==> src/rtl/mc_pkg.sv <==
// mc_pkg: shared encodings for the multicycle controller.
//   state_e  : FSM state encoding (IF=0, ID=1, EX=2, MEM=3, WB=4)
//   cls_e    : decoded instruction class latched in ID
//   ALU_*/EXT_*/PC_* : Aluctrl, ExtOp and PCSrc select codes
//   OP_*/FN_*: OpCode and funct field values of the supported instructions
package mc_pkg;

   typedef enum logic [2:0] {
      S_IF  = 3'd0,
      S_ID  = 3'd1,
      S_EX  = 3'd2,
      S_MEM = 3'd3,
      S_WB  = 3'd4
   } state_e;

   typedef enum logic [3:0] {
      CLS_NONE = 4'd0,
      CLS_ADDU = 4'd1,
      CLS_SUBU = 4'd2,
      CLS_ORI  = 4'd3,
      CLS_LUI  = 4'd4,
      CLS_LW   = 4'd5,
      CLS_SW   = 4'd6,
      CLS_BEQ  = 4'd7,
      CLS_J    = 4'd8,
      CLS_ILL  = 4'd9
   } cls_e;

   localparam logic [1:0] ALU_ADD = 2'b00;
   localparam logic [1:0] ALU_SUB = 2'b01;
   localparam logic [1:0] ALU_OR  = 2'b10;
   localparam logic [1:0] ALU_LUI = 2'b11;

   localparam logic [1:0] EXT_ZERO  = 2'b00;
   localparam logic [1:0] EXT_SIGN  = 2'b01;
   localparam logic [1:0] EXT_UPPER = 2'b10;

   localparam logic [1:0] PC_SEQ = 2'b00;
   localparam logic [1:0] PC_BR  = 2'b01;
   localparam logic [1:0] PC_JMP = 2'b10;

   localparam logic [5:0] OP_RTYPE = 6'b000000;
   localparam logic [5:0] OP_ORI   = 6'b001101;
   localparam logic [5:0] OP_LUI   = 6'b001111;
   localparam logic [5:0] OP_LW    = 6'b100011;
   localparam logic [5:0] OP_SW    = 6'b101011;
   localparam logic [5:0] OP_BEQ   = 6'b000100;
   localparam logic [5:0] OP_J     = 6'b000010;
   localparam logic [5:0] FN_ADDU  = 6'b100001;
   localparam logic [5:0] FN_SUBU  = 6'b100011;

   function automatic logic is_rtype(cls_e c);
      return c == CLS_ADDU || c == CLS_SUBU;
   endfunction

endpackage

==> src/rtl/mc_decode.sv <==
// mc_decode: combinational OpCode/funct to instruction-class decoder.
//   OpCode : in  6 instruction opcode field
//   funct  : in  6 instruction function field (R-type only)
//   cls    : out 4 cls_e code; CLS_ILL for any unsupported pair
module mc_decode
   import mc_pkg::*;
(
   input  logic [5:0] OpCode,
   input  logic [5:0] funct,
   output logic [3:0] cls
);

   cls_e c;

   always_comb begin
      c = CLS_ILL;
      case (OpCode)
         OP_RTYPE: c = funct == FN_ADDU ? CLS_ADDU : funct == FN_SUBU ? CLS_SUBU : CLS_ILL;
         OP_ORI:   c = CLS_ORI;
         OP_LUI:   c = CLS_LUI;
         OP_LW:    c = CLS_LW;
         OP_SW:    c = CLS_SW;
         OP_BEQ:   c = CLS_BEQ;
         OP_J:     c = CLS_J;
         default:  c = CLS_ILL;
      endcase
   end

   assign cls = c;

endmodule

==> src/rtl/multicycle_ctrl.sv <==
// multicycle_ctrl: five-state multicycle MIPS-subset control FSM with memory wait timeout.
//   clk, rst_n       : clock, synchronous active-low reset
//   OpCode, funct    : instruction fields from the instruction register
//   zero             : ALU zero flag (beq)
//   mem_ready        : memory access-complete handshake
//   PCWr..Alusrc     : datapath enables/selects
//   ExtOp, Aluctrl, PCSrc : 2-bit datapath selects
//   illegal, timeout : one-cycle event pulses
//   state            : current FSM state
module multicycle_ctrl
   import mc_pkg::*;
#(
   parameter int MEM_TIMEOUT = 15
) (
   input  logic       clk,
   input  logic       rst_n,
   input  logic [5:0] OpCode,
   input  logic [5:0] funct,
   input  logic       zero,
   input  logic       mem_ready,
   output logic       PCWr,
   output logic       IRWr,
   output logic       MemR,
   output logic       MemW,
   output logic       RegW,
   output logic       RegDst,
   output logic       Mem2R,
   output logic       Alusrc,
   output logic [1:0] ExtOp,
   output logic [1:0] Aluctrl,
   output logic [1:0] PCSrc,
   output logic       illegal,
   output logic       timeout,
   output logic [2:0] state
);

   localparam logic [3:0] TO_CNT = 4'(MEM_TIMEOUT);

   state_e     st, st_n;
   cls_e       cls_q, cls_d, cls;
   logic [3:0] cnt, cnt_n;
   logic [3:0] cls_raw;
   logic       to_hit;

   mc_decode u_decode (
      .OpCode (OpCode),
      .funct  (funct),
      .cls    (cls_raw)
   );

   assign cls_d = cls_e'(cls_raw);
   // In ID the register is not yet loaded, so the live decode drives the routing.
   assign cls = st == S_ID ? cls_d : cls_q;
   assign to_hit = (st == S_IF || st == S_MEM) && cnt == TO_CNT && !mem_ready;
   assign state = st;

   always_comb begin
      st_n    = st;
      PCWr    = 1'b0;
      IRWr    = 1'b0;
      MemR    = 1'b0;
      MemW    = 1'b0;
      RegW    = 1'b0;
      RegDst  = 1'b0;
      Mem2R   = 1'b0;
      Alusrc  = 1'b0;
      ExtOp   = EXT_ZERO;
      Aluctrl = ALU_ADD;
      PCSrc   = PC_SEQ;
      illegal = 1'b0;
      timeout = 1'b0;
      case (st)
         S_IF: begin
            MemR = 1'b1;
            if (mem_ready) begin
               IRWr = 1'b1;
               PCWr = 1'b1;
               st_n = S_ID;
            end else if (to_hit) begin
               timeout = 1'b1;
               st_n    = S_IF;
            end
         end
         S_ID: begin
            if (cls == CLS_J) begin
               PCWr  = 1'b1;
               PCSrc = PC_JMP;
               st_n  = S_IF;
            end else if (cls == CLS_ILL) begin
               illegal = 1'b1;
               st_n    = S_IF;
            end else begin
               st_n = S_EX;
            end
         end
         S_EX: begin
            Alusrc  = cls == CLS_ORI || cls == CLS_LUI || cls == CLS_LW || cls == CLS_SW;
            ExtOp   = cls == CLS_LUI ? EXT_UPPER : (cls == CLS_LW || cls == CLS_SW) ? EXT_SIGN : EXT_ZERO;
            Aluctrl = cls == CLS_ORI ? ALU_OR : cls == CLS_LUI ? ALU_LUI :
                      (cls == CLS_SUBU || cls == CLS_BEQ) ? ALU_SUB : ALU_ADD;
            PCWr    = cls == CLS_BEQ && zero;
            PCSrc   = cls == CLS_BEQ ? PC_BR : PC_SEQ;
            st_n    = cls == CLS_BEQ ? S_IF : (cls == CLS_LW || cls == CLS_SW) ? S_MEM : S_WB;
         end
         S_MEM: begin
            MemR = cls == CLS_LW;
            // The write strobe is withdrawn in the abandon cycle so no partial store lands.
            MemW = cls == CLS_SW && !to_hit;
            if (mem_ready) begin
               st_n = cls == CLS_LW ? S_WB : S_IF;
            end else if (to_hit) begin
               timeout = 1'b1;
               st_n    = S_IF;
            end
         end
         S_WB: begin
            RegW   = 1'b1;
            RegDst = is_rtype(cls);
            Mem2R  = cls == CLS_LW;
            st_n   = S_IF;
         end
         default: st_n = S_IF;
      endcase
   end

   // Only IF/MEM waits self-loop; any transition (including a timeout re-entry of IF) clears.
   assign cnt_n = (st_n == st && !timeout) ? cnt + 4'd1 : 4'd0;

   always_ff @(posedge clk) begin
      if (!rst_n) begin
         st    <= S_IF;
         cnt   <= 4'd0;
         cls_q <= CLS_NONE;
      end else begin
         st    <= st_n;
         cnt   <= cnt_n;
         if (st == S_ID)
            cls_q <= cls_d;
      end
   end

endmodule

==> config.mk <==
export PLATFORM = sky130hd
export DESIGN_NAME = multicycle_ctrl
export DESIGN_NICKNAME = d
export VERILOG_FILES = /design/src/rtl/mc_pkg.sv /design/src/rtl/mc_decode.sv /design/src/rtl/multicycle_ctrl.sv
export SDC_FILE = /design/constraint.sdc
export NUM_CORES = 1
export LEC_CHECK = 0
export BUFFER_PORTS_ARGS = -buffer_cell sky130_fd_sc_hd__buf_2
export CAP_MARGIN = 20
export CORE_ASPECT_RATIO = 0.7
export CORE_UTILIZATION = 44
export DETAILED_ROUTE_END_ITERATION = 7
export HOLD_SLACK_MARGIN = 0.1
export PLACE_DENSITY = 0.75
export SKIP_LAST_GASP = 1
export SLEW_MARGIN = 5
export SYNTH_ARGS = -nofsm -noshare
export SYNTH_HDL_FRONTEND = slang
export SYNTH_SLANG_ARGS = --single-unit
==> constraint.sdc <==
create_clock -name clk -period 2.2 [get_ports clk]
set_clock_uncertainty 0.1 [all_clocks]
set_input_delay 0.22 -clock clk [delete_from_list [all_inputs] [get_ports clk]]
set_output_delay 0.22 -clock clk [all_outputs]
set_load 0.02 [all_outputs]
* Yosys cells after proc, flatten, opt, wreduce, memory -nomap -nowiden
Index checks and enable logic that the tools add are counted.
** Cells by class
- $add $sub $neg :: 1
- Mux-type cells :: 39
- Reductions and logical operators :: 19
- Equal/unequal tests :: 23
** Operators by type and width (number)
- $pmux 4 s7 :: 1
- $eq 6x6->1 const B :: 4
- $mux 3 :: 6
- $mux 1 :: 17
- $eq 4x3->1 const B :: 4
- $mux 2 :: 8
- $eq 4x4->1 const B :: 3
- $eq 6x4->1 const B :: 2
- $mux 4 :: 3
- $pmux 3 s4 :: 1
- $eq 4x2->1 const B :: 2
- $logic_or 1x1->1 :: 7
- $eq 3x2->1 const B :: 2
- $eq 6x2->1 const B :: 1
- $eq 6x3->1 const B :: 1
- $logic_not 6->1 :: 1
- $logic_and 1x1->1 :: 5
- $add 4x1->4 const B :: 1
- $eq 4x1->1 const B :: 1
- $pmux 2 s2 :: 1
- $eq 3x1->1 const B :: 1
- $eq 3x3->1 :: 1
- $eq 3x3->1 const B :: 1
- $logic_not 1->1 :: 3
- 5 further kinds :: 5
** Word-level totals
- Input port bits :: 16
- Bits in registers :: 11
- Output and inout port bits :: 19
- Word-level logic and storage cells :: 85

* Logic depth before layout (Yosys ltp)
Gate-level depths: netlist of the first run.
- Depth in word-level cells :: 13
- Depth in mapped cells :: 8
- Gate-level depth less buffers :: 6

* Modules after synthesis
From an unflattened synthesis of the first run, not the netlist that was laid out.
** Second synthesis, totals
- Cell total of the unflattened synthesis :: 127
- Area, all modules :: 1003.5 µm²
** Modules (own cells, without submodules)
- multicycle_ctrl :: area an instance 789.5 µm², times used 1, sequential area each 220.2 µm², cells each 99
- mc_decode :: area an instance 214.0 µm², times used 1, sequential area each 0.0 µm², cells each 28

* Least setup slack after synthesis of the first run
OpenSTA, ideal clock, no wires.
- Kind :: register to output
- Start point :: reg st[2], in the netlist state[2]
- End point :: out RegDst
- Arrival :: 2.443 ns
- Buffers on the path :: 1
- Data required time :: 1.880 ns
- Path slack :: -0.563 ns
- Stages on the path, launching flop included :: 8
- Cell sequence :: dfxtp_1 buf_2 or3b_1 a311o_2 a211oi_2 nor2_1 xnor2_2 nor4b_2
** On the way
- Word-level cells in the longest chain between the ends :: 5
- Elaborated cells on any way between the ends :: 7
- Those cells by class :: eq/ne (4); mux (2); reduce/logical (1)
** RTL lines
- from (decl) :: RTL line multicycle_ctrl.sv:39 : state_e st, st_n;
- from (signal assigned) :: RTL line multicycle_ctrl.sv:135 : st <= st_n;
- $eq 3x1->1 :: RTL line multicycle_ctrl.sv:53 : assign cls = st == S_ID ? cls_d : cls_q;
- $mux 4
- $eq 4x1->1 or $eq 4x2->1 (tied branches) :: RTL line mc_pkg.sv:53 : return c == CLS_ADDU || c == CLS_SUBU;
- $logic_or 1x1->1 :: RTL line mc_pkg.sv:53
- $mux 1 * :: RTL line multicycle_ctrl.sv:72 : case (st)
- to (decl) :: RTL line multicycle_ctrl.sv:26 : output logic RegDst,
Mark *: on every way between the ends. The rest lies on a longest branch, timed or not.

* Worst setup path after layout of the first run
- Start point :: reg st[1], in the netlist state[1]
- End point :: out PCWr
** On the way
- Word-level cells in the longest chain between the ends :: 5
- Elaborated cells on any way between the ends :: 9
- Those cells by class :: eq/ne (4); mux (3); reduce/logical (2)
** RTL lines
- $eq 3x1->1 :: RTL line multicycle_ctrl.sv:53, multicycle_ctrl.sv:72
- $mux 4
- $eq 4x4->1 or $eq 4x3->1 (tied branches) :: RTL line multicycle_ctrl.sv:85, multicycle_ctrl.sv:101
- $mux 1 or $logic_and 1x1->1 (tied branches) :: RTL line multicycle_ctrl.sv:85, multicycle_ctrl.sv:101
- $pmux 1 s3 * :: RTL line multicycle_ctrl.sv:72
- to (decl) :: RTL line multicycle_ctrl.sv:21 : output logic PCWr,
Marked as above.

==> PnR_summary.wiki, run 1 <==
{| class="wikitable"
! Metric !! Value
|-
| Critical path capture point type || output port
|-
| Synth area leaders || sky130_fd_sc_hd__dfxtp_1, sky130_fd_sc_hd__nor2_1, sky130_fd_sc_hd__nor3b_1
|-
| Placed inst area || 1560 um^2
|-
| Worst Hold Depth || 4
|-
| Status || complete, but fails checks
|-
| Peak ir drop on the vdd network || 0.000537 V
|-
| Width of the chip || 57.4 um
|-
| Mean area per synthesized cell || 7.69 um^2
|-
| Syn Inst Count || 123
|-
| Max-slew violations || 0
|-
| Post-synth top area cell || sky130_fd_sc_hd__dfxtp_1
|-
| Final net count || 206
|-
| Row count || 13
|-
| Relative contribution of the clock network to total power || 24.1%
|-
| Min Clock Period, post-route || 2650 ps
|-
| Post-synthesis to final-layout area growth || 81.0%
|-
| Pwr Density || 322 nW/um^2
|-
| Max Fanout on Critical Path || 4
|-
| Leakage Power || 0.709 nW
|-
| Overall die area || 2340 um^2
|-
| Initial antenna violation count || 0
|-
| Die Span Y || 40.8 um
|-
| Switching portion of total power || 31.5%
|-
| Remaining global-route overflow || 0
|-
| Warnings from Yosys || 0
|-
| Initial DRC count || 44
|-
| Number of distinct library cells after synthesis || 44
|-
| Most frequent cells after synthesis || sky130_fd_sc_hd__nor2_1, sky130_fd_sc_hd__dfxtp_1, sky130_fd_sc_hd__nand2_1
|-
| Global placement routability congestion || 0.924
|-
| Worst Setup Start Kind || register
|-
| Post-Route Setup TNS || -5120 ps
|-
| Port Buf Inserts || 34
|-
| Internal power of the cells || 0.378 mW
|-
| Number of enable flip-flop cells after synthesis || 0
|-
| Share of flip-flops with an asynchronous set or reset after synthesis || 0%
|-
| Nets in the synthesized netlist || 140
|-
| Worst-case clock buffer depth || 2
|-
| Synthesis-stage register bit count || 11
|-
| Relative contribution of combinational cells to total power || 37.9%
|-
| Number of hold-slack violations in the final timing report || 0
|-
| Number of fill cells in the layout || 101
|-
| Area of the placeable core || 1940 um^2
|-
| Footprint of the flip-flops and latches || 223 um^2
|-
| Register area share after synthesis || 23.3%
|-
| Antenna cells || 0
|-
| Global router's overall resource usage || 27.7%
|-
| Multi-input gate area in the final layout || 895 um^2
|-
| Number of top-level pins || 35
|-
| DRC violations left || 3
|-
| Routed length per placed instance || 14.7 um
|-
| Final Cycle Share || 120%
|-
| Largest net degree at the start of global routing || 11
|-
| TritonCTS clock tree || yes
|-
| H-tree level count || 1
|-
| Netlist area before placement || 946 um^2
|-
| Number of global-route vias before repair || 1095
|-
| Final setup margin || -448 ps
|-
| Pre-antenna DRT Iters || 6
|-
| Logic depth of the worst register-to-register path || 7
|-
| Worst path arrival time || 2330 ps
|-
| Detailed Route WL || 3090 um
|-
| Finished Cell Area || 1710 um^2
|-
| Worst relative slew slack || 76.4%
|-
| Root buf cell || sky130_fd_sc_hd__clkbuf_4
|-
| Residual antenna-violating net count after detailed routing || 0
|-
| Category of the critical setup timing path || reg -> out
|-
| Critical path data required time || 1880 ps
|-
| Starting utilization of the core area || 48.9%
|-
| Setup repair after global routing missed its margin || yes
|-
| Slew of the pin with the lowest slew margin || 352 ps
|-
| Violated checks || DRC, setup timing
|-
| Primary flip-flop cell chosen by synthesis mapping || sky130_fd_sc_hd__dfxtp_1
|-
| First-pass GRT wire length || 4770 um
|-
| Area fraction of the dominant cell type after synthesis || 23.3%
|-
| Final setup violation count || 13
|-
| Share of power burned in registers || 38.0%
|-
| Net switching power || 0.174 mW
|-
| Hold/Removal Path Class || in -> reg
|-
| Reported max-cap violation count || 0
|-
| Average via count per standard cell || 5.56
|-
| CTS buffer count || 3
|-
| Fmax achieved || 378 MHz
|-
| Clk slew on worst S/H paths || 70 ps
|-
| Most common cell in the netlist || sky130_fd_sc_hd__nor2_1
|-
| Clock Sink Count || 11
|-
| Worst skew pair latency || 270 ps
|-
| Layout cell share with drive strength beyond 1 || 56.4%
|-
| DPL Wire Length || 2400 um
|-
| Vias || 1168
|}
## critical path, stage by stage (launching register included)
cell	delay (ps)
sky130_fd_sc_hd__dfxtp_1	310
sky130_fd_sc_hd__or3b_4	400
sky130_fd_sc_hd__a311o_2	380
sky130_fd_sc_hd__a211oi_4	270
sky130_fd_sc_hd__o221ai_2	200
sky130_fd_sc_hd__o21bai_1	180
sky130_fd_sc_hd__o21bai_4	140
sky130_fd_sc_hd__buf_2	170
## worst paths after layout
path | startpoint | to | slack (ps)
max | state[1]$_SDFF_PN0_ | PCWr | -450
min | mem_ready | state[2]$_SDFF_PN0_ | 250
max reg2reg | state[1]$_SDFF_PN0_ | state[2]$_SDFF_PN0_ | 40
min reg2reg | cnt[0]$_SDFF_PN0_ | cnt[0]$_SDFF_PN0_ | 350
## through the flow
stage | utilization, % | setup WS (ps) | hold WS [ps] | power [mW] | cells
3_3_place_gp | 80.6 | -278 | 330 | 0.398 | 204
5_1_grt | 88.4 | -559 | 275 | 0.579 | 210
2_1_floorplan | - | -284 | 242 | 0.326 | 123
4_1_cts | 87.8 | -463 | 247 | 0.548 | 210
3_5_place_dp | 80.6 | -312 | 335 | 0.404 | 204
6_report | 88.4 | -448 | 252 | 0.552 | 210
## metal layers
metal	wire length (um)	track usage [%]	vias up
met5	0	0	-
met4	21	11.6	0
met3	170	6.31	4
met2	1570	52.9	46
met1	1330	31.3	539
li1	-	-	579
## sequential cells by signal, indices dropped and copies added (netlist names)
register,cells
state,3
cls_q,4
cnt,4
## power by group through the flow
stage	Sequential [mW]	Clock (mW)	Combinational (mW)
floorplan	0.216	0	0.110
global placement	0.214	0	0.184
detailed placement	0.214	0	0.190
CTS	0.209	0.136	0.203
global route	0.210	0.145	0.224
finish	0.210	0.133	0.209
## placed cells by master, fill, tap and decap left out, types with 2 or more instances in the layout
cell,instances
sky130_fd_sc_hd__a211oi_4,2
sky130_fd_sc_hd__a21o_1,2
sky130_fd_sc_hd__a21oi_2,2
sky130_fd_sc_hd__a31oi_1,3
sky130_fd_sc_hd__and2_1,2
sky130_fd_sc_hd__buf_12,2
sky130_fd_sc_hd__buf_2,23
sky130_fd_sc_hd__buf_4,27
sky130_fd_sc_hd__buf_6,12
sky130_fd_sc_hd__clkbuf_4,3
sky130_fd_sc_hd__dfxtp_1,9
sky130_fd_sc_hd__dfxtp_2,2
sky130_fd_sc_hd__inv_1,6
sky130_fd_sc_hd__nand2_1,9
sky130_fd_sc_hd__nand3_1,4
sky130_fd_sc_hd__nand3b_1,2
sky130_fd_sc_hd__nand4b_1,3
sky130_fd_sc_hd__nor2_1,12
sky130_fd_sc_hd__nor2_4,5
sky130_fd_sc_hd__nor2b_1,2
sky130_fd_sc_hd__nor3_4,2
sky130_fd_sc_hd__nor3b_1,5
sky130_fd_sc_hd__o21ai_0,3
sky130_fd_sc_hd__o21ai_1,2
sky130_fd_sc_hd__o21ai_4,2
sky130_fd_sc_hd__o22ai_2,2
sky130_fd_sc_hd__or3_1,2
sky130_fd_sc_hd__xnor2_4,2
sky130_fd_sc_hd__xor2_1,2
## layout make-up
| type | instances | share of cell area (%) |
|---|---|---|
| clock buffers | 4 | 1.54 |
| inverters | 6 | 1.32 |
| multi-input cells | 101 | 52.3 |
| flip-flops and latches | 11 | 13.0 |
| well taps | 22 | 1.61 |
| repair buffers | 66 | 30.3 |
## timing repair
action,CTS,global route
pin swaps,5,3
resized for setup,27,3
hold endpoints to repair,1,0
hold buffers,1,0
setup endpoints to repair,13,14
buffers inserted,1,0
## cell families (layout without fill, tap and decap cells)
kind of cell	after synthesis	count (layout)	synth area share, %
fa+ha+maj	1	1	1.32
compound gates	28	28	22.1
buf+inv	11	76	6.88
simple gates	67	67	41.0
flops	11	11	23.3
xor+xnor	5	5	5.42
Note: power is estimated with default switching activity, not from simulation.
==> inputs of run 2 (changes only) <==
==> constraint.sdc (replaced) <==
create_clock -name clk -period 2.3 [get_ports clk]
set_clock_uncertainty 0.1 [all_clocks]
set_input_delay 0.23 -clock clk [delete_from_list [all_inputs] [get_ports clk]]
set_output_delay 0.23 -clock clk [all_outputs]
set_load 0.02 [all_outputs]
==> run 2 against run 1 <==
  * Sequential cell count unchanged
  * Setup slack better by 71 ps
  * Cell count grew 2.4%
  * Total power fell by 1.1%
  * Via count is 6.3% higher
  * Register-to-register slack about the same
  * Sequential power decreased by 5%
  * Critical path depth is the same
  * The run still ends with DRC, setup timing left
  * Count of clock-buffer cells in the layout did not move
  * Sequential share of layout area up 0.20 points
  * Cell area shrank 0.95%
  * Largest power group is now combinational cells
  * Non-clock buffer count is 5 higher
==> PnR_summary.wiki, run 2 (synthesis results as in run 1) <==
{| class="wikitable"
! Metric !! Value
|-
| Status || complete, but fails checks
|-
| Violated checks || DRC, setup timing
|-
| Post-Route Setup TNS || -4200 ps
|-
| Post-synthesis to final-layout area growth || 79.2%
|-
| Global placement routability congestion || 0.879
|-
| Starting utilization of the core area || 48.9%
|-
| TritonCTS clock tree || yes
|-
| Critical path buffer and inverter count || 1
|-
| Setup repair after global routing missed its margin || yes
|-
| Max-slew violations || 0
|-
| Final setup violation count || 13
|-
| Cell Count Post-Placement || 207
|-
| Setup WS pre-CTS || -308 ps
|-
| Number of hold-slack violations in the final timing report || 0
|-
| Worst-case clock buffer depth || 2
|-
| Worst path arrival time || 2350 ps
|-
| Remaining global-route overflow || 0
|-
| Logic depth of the worst register-to-register path || 8
|-
| Peak ir drop on the vdd network || 0.000327 V
|-
| Cells traversed along the worst timing path || or3b_4 -> a311o_2 -> a211oi_4 -> or2_4 -> o211ai_1 -> nor3_2 -> buf_4
|-
| Die Span Y || 40.8 um
|-
| Final net count || 211
|-
| Non-Filler Instances || 215
|-
| Post-CTS Hold Fix Bufs || 0
|-
| First-pass GRT wire length || 5260 um
|-
| Hold/Removal Path Class || in -> reg
|-
| Final Cycle Share || 116%
|-
| Routed length per placed instance || 16.2 um
|-
| Min Clock Period, post-route || 2680 ps
|-
| Clock Sink Count || 11
|-
| Most used cells in the layout excluding fill and tap cells || sky130_fd_sc_hd__buf_4, sky130_fd_sc_hd__buf_2, sky130_fd_sc_hd__nor2_1
|-
| Pwr Density || 322 nW/um^2
|-
| Overall die area || 2340 um^2
|-
| Slowest cell on crit path || sky130_fd_sc_hd__or3b_4
|-
| Final Hold Slack || 98.7 ps
|-
| Max Fanout on Critical Path || 5
|-
| H-tree level count || 1
|-
| Root buf cell || sky130_fd_sc_hd__clkbuf_4
|-
| Worst skew pair latency || 270 ps
|-
| Residual antenna-violating net count after detailed routing || 0
|-
| Vias || 1241
|-
| Initial antenna violation count || 0
|-
| Global router's overall resource usage || 31.7%
|-
| Reported max-cap violation count || 0
|-
| Slew of the pin with the lowest slew margin || 348 ps
|-
| Row count || 13
|-
| Leading cell type in the layout, fill and taps excluded || sky130_fd_sc_hd__buf_4
|-
| Worst relative slew slack || 76.8%
|-
| Clk slew on worst S/H paths || 70 ps
|-
| CTS buffer count || 3
|-
| Area of the placeable core || 1940 um^2
|-
| Leakage Power || 0.707 nW
|-
| Initial DRC count || 56
|-
| DPL Wire Length || 2550 um
|-
| Width of the chip || 57.4 um
|-
| Critical Path Stages || 7
|-
| Critical path capture point type || output port
|-
| Layout cell share with drive strength beyond 1 || 58.5%
|-
| DRC violations left || 2
|-
| Antenna cells || 0
|-
| Largest net degree at the start of global routing || 11
|-
| Detailed Route WL || 3470 um
|-
| Critical path data required time || 1970 ps
|-
| Final setup margin || -377 ps
|-
| Cell family with most CP delay || simple AND/OR/NAND/NOR gates
|-
| Worst Hold Depth || 2
|-
| Pre-antenna DRT Iters || 7
|-
| Port Buf Inserts || 34
|-
| Number of top-level pins || 35
|-
| Average via count per standard cell || 5.77
|-
| Largest stage delay, worst path || 390 ps
|-
| Fmax achieved || 374 MHz
|-
| Number of global-route vias before repair || 1064
|-
| Category of the critical setup timing path || reg -> out
|-
| Worst Setup Start Kind || register
|}
-- run 2: final timing paths --
| check | from | to | slack (ps) |
|---|---|---|---|
| setup / recovery | state[1]$_SDFF_PN0_ | MemW | -380 |
| hold / removal | rst_n | cls_q[1]$_SDFF_PN0_ | 100 |
| setup reg to reg | state[1]$_SDFF_PN0_ | state[2]$_SDFF_PN0_ | 50 |
| hold reg to reg | cnt[0]$_SDFF_PN0_ | cnt[0]$_SDFF_PN0_ | 350 |
-- run 2: stage by stage --
step                utilization [%]  power [mW]  area, um^2
floorplan                         -       0.309        1150
global route                   87.6       0.571        1700
finish                         87.6       0.545        1700
CTS                            85.5       0.528        1650
detailed placement             80.0       0.387        1550
global placement               80.0       0.381        1550
-- run 2: what timing repair did --
| item | CTS | global route |
|---|---|---|
| cloned | 0 | 0 |
| resized for setup | 19 | 7 |
| endpoints found under the hold margin | 0 | 0 |
| endpoints found under the setup margin | 14 | 14 |
| pin swaps | 2 | 6 |
| buffers inserted | 2 | 2 |
-- run 2: per-layer routing --
layer  vias to the layer above  wire (um)  GRT usage [%]
met3                        10        235           5.68
met2                        58       1630           53.5
met5                         -          0              0
met1                       586       1550           40.9
li1                        587          -              -
met4                         0         56           14.6
-- run 2: layout make-up --
type / instances / area [um^2]
well taps: 22 / 27.5
repair buffers: 71 / 513
inverters: 6 / 22.5
fillers: 102 / 240
clock buffers: 4 / 26.3
flip-flops and latches: 11 / 224
multi-input cells: 101 / 882
-- run 2: report_power, final --
group / internal, mW / switching (mW) / leakage (nW)
combinational: 0.104 / 0.106 / 0.601
sequential: 0.196 / 0.00404 / 0.0908
clock: 0.0671 / 0.0675 / 0.0150
